### src/rtl/dffram_byte_port_sched.sv
// Byte-wide access scheduler for a nibble-serial 32x8 2R1W DFF RAM.
// Port A is round-robin shared read/write between NREQ requesters; port B is a single read-only client.
module dffram_byte_port_sched #(
    parameter int NREQ  = 2,
    parameter int AW    = 5,
    parameter int DEPTH = 26
) (
    input  logic               clk,
    input  logic               rst_n,
    input  logic [NREQ-1:0]    a_valid,
    output logic [NREQ-1:0]    a_ready,
    input  logic [NREQ-1:0]    a_we,
    input  logic [NREQ*AW-1:0] a_addr,
    input  logic [NREQ*8-1:0]  a_wdata,
    output logic [NREQ-1:0]    a_rvalid,
    output logic [7:0]         a_rdata,
    output logic               a_err,
    input  logic               b_valid,
    output logic               b_ready,
    input  logic [AW-1:0]      b_addr,
    output logic               b_rvalid,
    output logic [7:0]         b_rdata,
    output logic               b_err,
    output logic [AW-1:0]      mem_addr_a,
    output logic [3:0]         mem_wdata_a,
    output logic               mem_wlo_a,
    output logic               mem_rhi_a,
    output logic               mem_wen,
    input  logic [3:0]         mem_rdata_a,
    output logic [AW-1:0]      mem_addr_b,
    output logic               mem_rhi_b,
    input  logic [3:0]         mem_rdata_b
);
    localparam int          PW      = (NREQ > 1) ? $clog2(NREQ) : 1;
    localparam logic [AW:0] DEPTH_W = (AW+1)'(DEPTH);

    typedef enum logic [1:0] {IDLE, LO, HI} state_t;

    logic [AW-1:0] req_addr  [NREQ];
    logic [7:0]    req_wdata [NREQ];

    for (genvar gi = 0; gi < NREQ; gi++) begin : g_unpack
        assign req_addr[gi]  = a_addr[gi*AW +: AW];
        assign req_wdata[gi] = a_wdata[gi*8 +: 8];
    end

    // ---------------- port A arbitration ----------------
    state_t        a_state_reg;
    logic [PW-1:0] ptr_reg;
    logic [PW-1:0] grant_idx;
    logic [PW-1:0] cand_idx;
    logic          grant_any;
    logic          a_accept;
    logic          a_sel_rng;

    // Scan downward so the candidate closest to the pointer wins.
    always_comb begin
        grant_idx = '0;
        grant_any = 1'b0;
        cand_idx  = '0;
        for (int k = NREQ - 1; k >= 0; k--) begin
            cand_idx = PW'((int'(ptr_reg) + k) % NREQ);
            if (a_valid[cand_idx]) begin
                grant_any = 1'b1;
                grant_idx = cand_idx;
            end
        end
    end

    assign a_accept  = rst_n && (a_state_reg == IDLE) && grant_any;
    assign a_sel_rng = {1'b0, req_addr[grant_idx]} < DEPTH_W;

    for (genvar gi = 0; gi < NREQ; gi++) begin : g_ready
        assign a_ready[gi] = a_accept && (grant_idx == PW'(gi));
    end

    // ---------------- port A sequencing ----------------
    logic            a_we_reg;
    logic            a_rng_reg;
    logic [3:0]      a_wdata_hi_reg;
    logic [3:0]      a_rbuf_lo_reg;
    logic [NREQ-1:0] a_gnt_reg;
    logic            mem_wen_reg;

    // Reset gates the write strobe combinationally so an access aborted mid-byte never writes again.
    assign mem_wen = mem_wen_reg && rst_n;

    always_ff @(posedge clk) begin
        if (!rst_n) begin
            a_state_reg    <= IDLE;
            ptr_reg        <= '0;
            a_we_reg       <= 1'b0;
            a_rng_reg      <= 1'b0;
            a_wdata_hi_reg <= '0;
            a_rbuf_lo_reg  <= '0;
            a_gnt_reg      <= '0;
            a_rvalid       <= '0;
            a_rdata        <= '0;
            a_err          <= 1'b0;
            mem_addr_a     <= '0;
            mem_wdata_a    <= '0;
            mem_wlo_a      <= 1'b0;
            mem_rhi_a      <= 1'b0;
            mem_wen_reg    <= 1'b0;
        end else begin
            a_rvalid <= '0;
            case (a_state_reg)
                IDLE: begin
                    if (a_accept) begin
                        a_we_reg       <= a_we[grant_idx];
                        a_rng_reg      <= a_sel_rng;
                        a_wdata_hi_reg <= req_wdata[grant_idx][7:4];
                        a_gnt_reg      <= a_ready;
                        ptr_reg        <= (grant_idx == PW'(NREQ - 1)) ? '0 : grant_idx + 1'b1;
                        mem_addr_a     <= req_addr[grant_idx];
                        mem_rhi_a      <= 1'b0;
                        mem_wlo_a      <= 1'b1;
                        mem_wdata_a    <= req_wdata[grant_idx][3:0];
                        mem_wen_reg    <= a_we[grant_idx] && a_sel_rng;
                        a_state_reg    <= LO;
                    end
                end
                LO: begin
                    a_rbuf_lo_reg <= mem_rdata_a;
                    mem_rhi_a     <= 1'b1;
                    mem_wlo_a     <= 1'b0;
                    mem_wdata_a   <= a_wdata_hi_reg;
                    a_state_reg   <= HI;
                end
                HI: begin
                    mem_wen_reg <= 1'b0;
                    a_rvalid    <= a_gnt_reg;
                    a_err       <= !a_rng_reg;
                    a_rdata     <= (a_we_reg || !a_rng_reg) ? 8'h00 : {mem_rdata_a, a_rbuf_lo_reg};
                    a_state_reg <= IDLE;
                end
                default: a_state_reg <= IDLE;
            endcase
        end
    end

    // ---------------- port B sequencing ----------------
    state_t     b_state_reg;
    logic       b_rng_reg;
    logic [3:0] b_rbuf_lo_reg;

    assign b_ready = rst_n && (b_state_reg == IDLE) && b_valid;

    always_ff @(posedge clk) begin
        if (!rst_n) begin
            b_state_reg   <= IDLE;
            b_rng_reg     <= 1'b0;
            b_rbuf_lo_reg <= '0;
            b_rvalid      <= 1'b0;
            b_rdata       <= '0;
            b_err         <= 1'b0;
            mem_addr_b    <= '0;
            mem_rhi_b     <= 1'b0;
        end else begin
            b_rvalid <= 1'b0;
            case (b_state_reg)
                IDLE: begin
                    if (b_ready) begin
                        b_rng_reg   <= {1'b0, b_addr} < DEPTH_W;
                        mem_addr_b  <= b_addr;
                        mem_rhi_b   <= 1'b0;
                        b_state_reg <= LO;
                    end
                end
                LO: begin
                    b_rbuf_lo_reg <= mem_rdata_b;
                    mem_rhi_b     <= 1'b1;
                    b_state_reg   <= HI;
                end
                HI: begin
                    b_rvalid    <= 1'b1;
                    b_err       <= !b_rng_reg;
                    b_rdata     <= b_rng_reg ? {mem_rdata_b, b_rbuf_lo_reg} : 8'h00;
                    b_state_reg <= IDLE;
                end
                default: b_state_reg <= IDLE;
            endcase
        end
    end

endmodule

### config.mk
export PLATFORM = sky130hd
export DESIGN_NAME = dffram_byte_port_sched
export DESIGN_NICKNAME = d
export VERILOG_FILES = /design/src/rtl/dffram_byte_port_sched.sv
export SDC_FILE = /design/constraint.sdc
export NUM_CORES = 1
export LEC_CHECK = 0
export ABC_AREA = 0
export CAP_MARGIN = 20
export CELL_PAD_IN_SITES_DETAIL_PLACEMENT = 1
export CELL_PAD_IN_SITES_GLOBAL_PLACEMENT = 2
export CORE_AREA = 2 2 98 100
export CTS_BUF_LIST = sky130_fd_sc_hd__clkbuf_4 sky130_fd_sc_hd__clkbuf_8
export DETAILED_ROUTE_END_ITERATION = 8
export DIE_AREA = 0 0 100 102
export GPL_ROUTABILITY_DRIVEN = 0
export PLACE_DENSITY = 0.81
export SLEW_MARGIN = 10
export SYNTH_ARGS = -nofsm -noshare
export SYNTH_HDL_FRONTEND = slang
export SYNTH_SLANG_ARGS = --single-unit
### constraint.sdc
create_clock -name clk -period 2 [get_ports clk]
set_input_delay 0.3 -clock clk [delete_from_list [all_inputs] [get_ports clk]]
set_output_delay 0.3 -clock clk [all_outputs]
set_load 0.02 [all_outputs]
After elaboration in Yosys (flattened, before gate mapping)
Index checks and enable logic that the tools add are counted.
- bits in registers: 61
- input bits: 46
- bitwise gates (word level): 2
- $add $sub $neg: 2
- order comparisons: 6
- muxes and demuxes: 34
- equality and inequality tests: 6
- reduce and logical (&&, ||, !) cells: 22
- operators by type and width (kind ; number):
    two-way mux 8 bit ; 5
    two-way mux 1 bit ; 16
    two-way mux 5 bit ; 3
    AND reduction 2 bit ; 6
    less-than comparator 5 bit, second input constant ; 2
    logical AND 1 bit ; 8
    case mux 1 bit (2 select lines) ; 4
    case mux 2 bit (2 select lines) ; 2
    case mux 4 bit (2 select lines) ; 1
    less-than comparator 1 x 2 -> 1 bit, second input constant ; 3
    nonzero test 2 bit ; 3
    equality test 2 x 1 -> 1 bit, second input constant ; 2
    equality test 2 bit, second input constant ; 2
    zero test 2 bit ; 2
    two-way mux 2 bit ; 2
    two-way mux 4 bit ; 1
    inequality test 2 bit, second input constant ; 2
    adder 1 bit, second input constant ; 2
    greater-or-equal comparator 2 bit, second input constant ; 1
    zero test 1 bit ; 2
    NOT 1 -> 2 bit ; 1
    logical OR 1 bit ; 1
    NOT 1 bit ; 1

Depth between registers and ports, before layout
- word-level depth: 13
- gate-level depth with buffers: 8

Worst setup path before layout
No wires, ideal clock.
- kind: input to output
- from: in a_valid[1]
- to: out a_ready[0]
- buffers on the path: 2
- required time: 1.700 ns
- cell stages on the path: 5
- slack: 0.291 ns
- arrival: 1.409 ns
- path through: buf_2 nor2_1 or4_1 buf_2 a21oi_1
- longest elaborated chain between the ends: 6
- elaborated cells on any way between the ends: 11
- ends and longest elaborated chain (what ; RTL line ; source):
    start: declaration ; 10 ; input logic [NREQ-1:0] a_valid,
    two-way mux 1 bit (not written as such) (2 in a row) ; 63 ; if (a_valid[cand_idx]) begin
    two-way mux 1 bit (2 in a row) ; 63 ;
    logical AND 1 bit or NOT 1 bit (tied branches) ; 70, 74 ;
    logical AND 1 bit * ; 74 ; assign a_ready[gi] = a_accept && (grant_idx == PW'(gi));
    end: declaration ; 11 ; output logic [NREQ-1:0] a_ready,
Mark *: on every way between the ends. The rest lies on a longest branch, timed or not. The select of a mux whose other input is x is not followed.

Worst setup path after layout
- from: in a_valid[0]
- to: out a_ready[1]
- longest elaborated chain between the ends: 6
- elaborated cells on any way between the ends: 10
- ends and longest elaborated chain (what ; RTL line ; source):
    two-way mux 1 bit (not written as such) (2 in a row) ; 63 ;
    two-way mux 1 bit (2 in a row) ; 63 ;
    logical AND 1 bit ; 70 ; assign a_accept = rst_n && (a_state_reg == IDLE) && grant_any;
    logical AND 1 bit * ; 74 ;
Marked as above.

==> out/qor.yml <==
initial_core_util_pct: 25.7
hold_violations: 0
irDropWorstVdd_mv: 0.331
wl_mm: 6.68
drtIter0Drc: 47
post-route-min-period_ns: 1.95
gr-total-overflow: 0
dp_cells: 447
fin_nets: 393
drv_cap: 0
die_area_mm2: 0.0102
layout_commonest_cell: "clkdlybuf4s50_1"
die_height_um: 102
postCtsHoldBufs: 0
finalCritPeriodShare_pct: 97.3
cts_sinks: 61
clkLatencyLatePin_ns: 0.33
maxSlewHeadroom_pct: 59.1
internal_power_mw: 2.16
top_regs: "a_rdata x8, b_rdata x8"
grt_pass1_wl_mm: 10.6
finClkSkew_ns: 0.00974
synth_seq_area_share_pct: 52.2
cts_buffers: 9
fin_util_pct: 40.0
status: "completed"
yosys_warnings: 0
die_w_um: 100
ys_ff_latch: 61
dr.pass1.iters: 4
worst_pin_slew_ns: 0.612
rsz0062_at_grt: "no"
drive_gt1_share_pct: 14.8
combPwrFrac_pct: 16.6
viasPerCell: 4.60
layout.cells.non_filler: 462
ioPinCount: 88
setup_viol: 0
htree_levels: 3
clkPwrFrac_pct: 37.9
ys.flop_type: "dfxtp_1"
worstSetupPathType: "primary input to output port"
vias: 2123
power.share.sequential_pct: 45.5
crit_family: "buffers and inverters"
antennaDiodeCount: 0
worst-path-buf-inv: 4
critPathSlowestCell: "clkdlybuf4s50_1"
grt_pass1_vias: 2163
start_kind: "primary input"
synth-edff-count: 0
path_cells: "clkdlybuf4s50_1 -> nor2_2 -> or4_4 -> clkinv_2 -> nand3_2 -> inv_2 -> buf_4"
crit_arrival_ns: 1.65
rows: 35
max_freq_mhz: 514
area.growth.synth_to_final_pct: 55.7
grt_usage_pct: 13.4
synth_area_mm2: 0.00234
drv_slew: 0
synth_cell_type_count: 31
synth.net_count: 291
synth.avg_cell_area_um2: 9.55
syn_inst: 245
port_buffers: 87
cpPeakStageDelay_ns: 0.49
drc: 0
required_ns: 1.70
power_density_mw_per_mm2: 794
cts_setup_buffers: 0
antenna_found_initial: 0
p_leak_nw: 1.45
place.detailed.hpwl_mm: 4.87
cts_root_buffer: "clkbuf_8"
placeableCoreArea_mm2: 0.00911
async_flop_share_pct: 0
clkTransAtPathRegs_ns: 0.07
cts_tree: "done"
netSwitchingFraction_pct: 25.3
avgRoutedWirePerCell_um: 14.5
final_antenna_net_count: 0
p_sw_mw: 0.731
final_cell_mix: "clkdlybuf4s50_1 (81), dfxtp_1 (61), nor2_1 (43)"
grt_max_degree: 51
endpoint_kind: "output port"
cts_buffer_depth: 2
hold_class: "register to register"
crit_fanout: 3
-- synthesized netlist by cell type (2+ instances only) --
cell type	instances	share of area, %
dfxtp_1	61	52
nor2b_1	4	1.1
and2_1	3	0.80
nor2_1	44	7.1
nand3_1	9	1.9
a22oi_1	11	3.5
o211a_1	2	0.86
nand2b_1	4	1.1
o21ai_0	4	0.86
a211oi_2	7	3.7
and3_1	2	0.53
buf_2	3	0.64
a21oi_1	15	3.2
clkbuf_1	11	1.8
inv_2	2	0.32
nand2_1	13	2.1
mux2i_1	27	12
nor3_1	6	1.3
o21a_1	2	0.64
o211ai_1	2	0.64
a211oi_1	3	0.96
-- worst register-to-register path, stage by stage (launching register included) --
cell and delay, ns:
dfxtp_1 0.32, or4_4 0.56, clkinv_2 0.07, buf_4 0.28, nor2_1 0.10, a211oi_2 0.22
-- cell type report --
| cell class | count | area, um^2 |
|---|---|---|
| clock buffer | 11 | 151 |
| fill | 1052 | 5470 |
| sequential | 61 | 1220 |
| timing repair buffer | 108 | 1030 |
| multi-input combinational | 164 | 1040 |
| inverter | 3 | 12.5 |
| clock inverter | 4 | 47.5 |
| tap | 111 | 139 |
-- worst paths after layout --
path / end / depth (start not counted) / startpoint / slack (ns)
max: a_ready[1] / 7 / a_valid[0] / 0.05
min: b_rdata[1] / 2 / b_rdata[1] / 0.46
max reg2reg: a_wdata_hi_reg[3] / 5 / a_state_reg[0] / 0.36
min reg2reg: b_rdata[1] / 2 / b_rdata[1] / 0.46
-- cell families (layout without fill, tap and decap cells) --
kind of cell | count (synthesis) | in the layout | synth area share, %
flip-flops | 61 | 61 | 52.2
AO/OA/AOI/OAI | 49 | 49 | 15.5
AND/OR/NAND/NOR | 88 | 88 | 16.9
buffers and inverters | 20 | 126 | 3.90
multiplexers | 27 | 27 | 11.6
-- routing by layer --
layer | GRT usage (%) | wire [um]
met4 | 4.74 | 84
met1 | 17.0 | 3200
met3 | 4.58 | 446
met5 | 0 | 0
met2 | 21.4 | 2940
-- power groups by stage --
stage	combinational [mW]	clock, mW	sequential [mW]
after floorplan	0.200	0	1.38
after CTS	0.487	1.14	1.32
after global placement	0.479	0	1.34
after global routing	0.519	1.20	1.32
after detailed placement	0.484	0	1.35
final	0.480	1.10	1.32
-- metrics by stage --
| step | instance area (um^2) | worst slack [ns] | TNS (ns) | hold slack (ns) | power, mW |
|---|---|---|---|---|---|
| finish | 3640 | 0.0538 | 0 | 0.457 | 2.89 |
| global placement | 3440 | -0.516 | -2.22 | 0.439 | 1.82 |
| floorplan | 2340 | 0.291 | 0 | 0.422 | 1.58 |
| global route | 3640 | 0.00200 | 0 | 0.488 | 3.05 |
| detailed placement | 3440 | -0.543 | -2.70 | 0.450 | 1.83 |
| CTS | 3640 | 0.0465 | 0 | 0.459 | 2.95 |
-- timing repair --
item / CTS / global route
endpoints found under the hold margin: 0 / 0
endpoints found under the setup margin: 4 / 1
gates resized for setup: 14 / 2
Note: power is estimated with default switching activity, not from simulation.
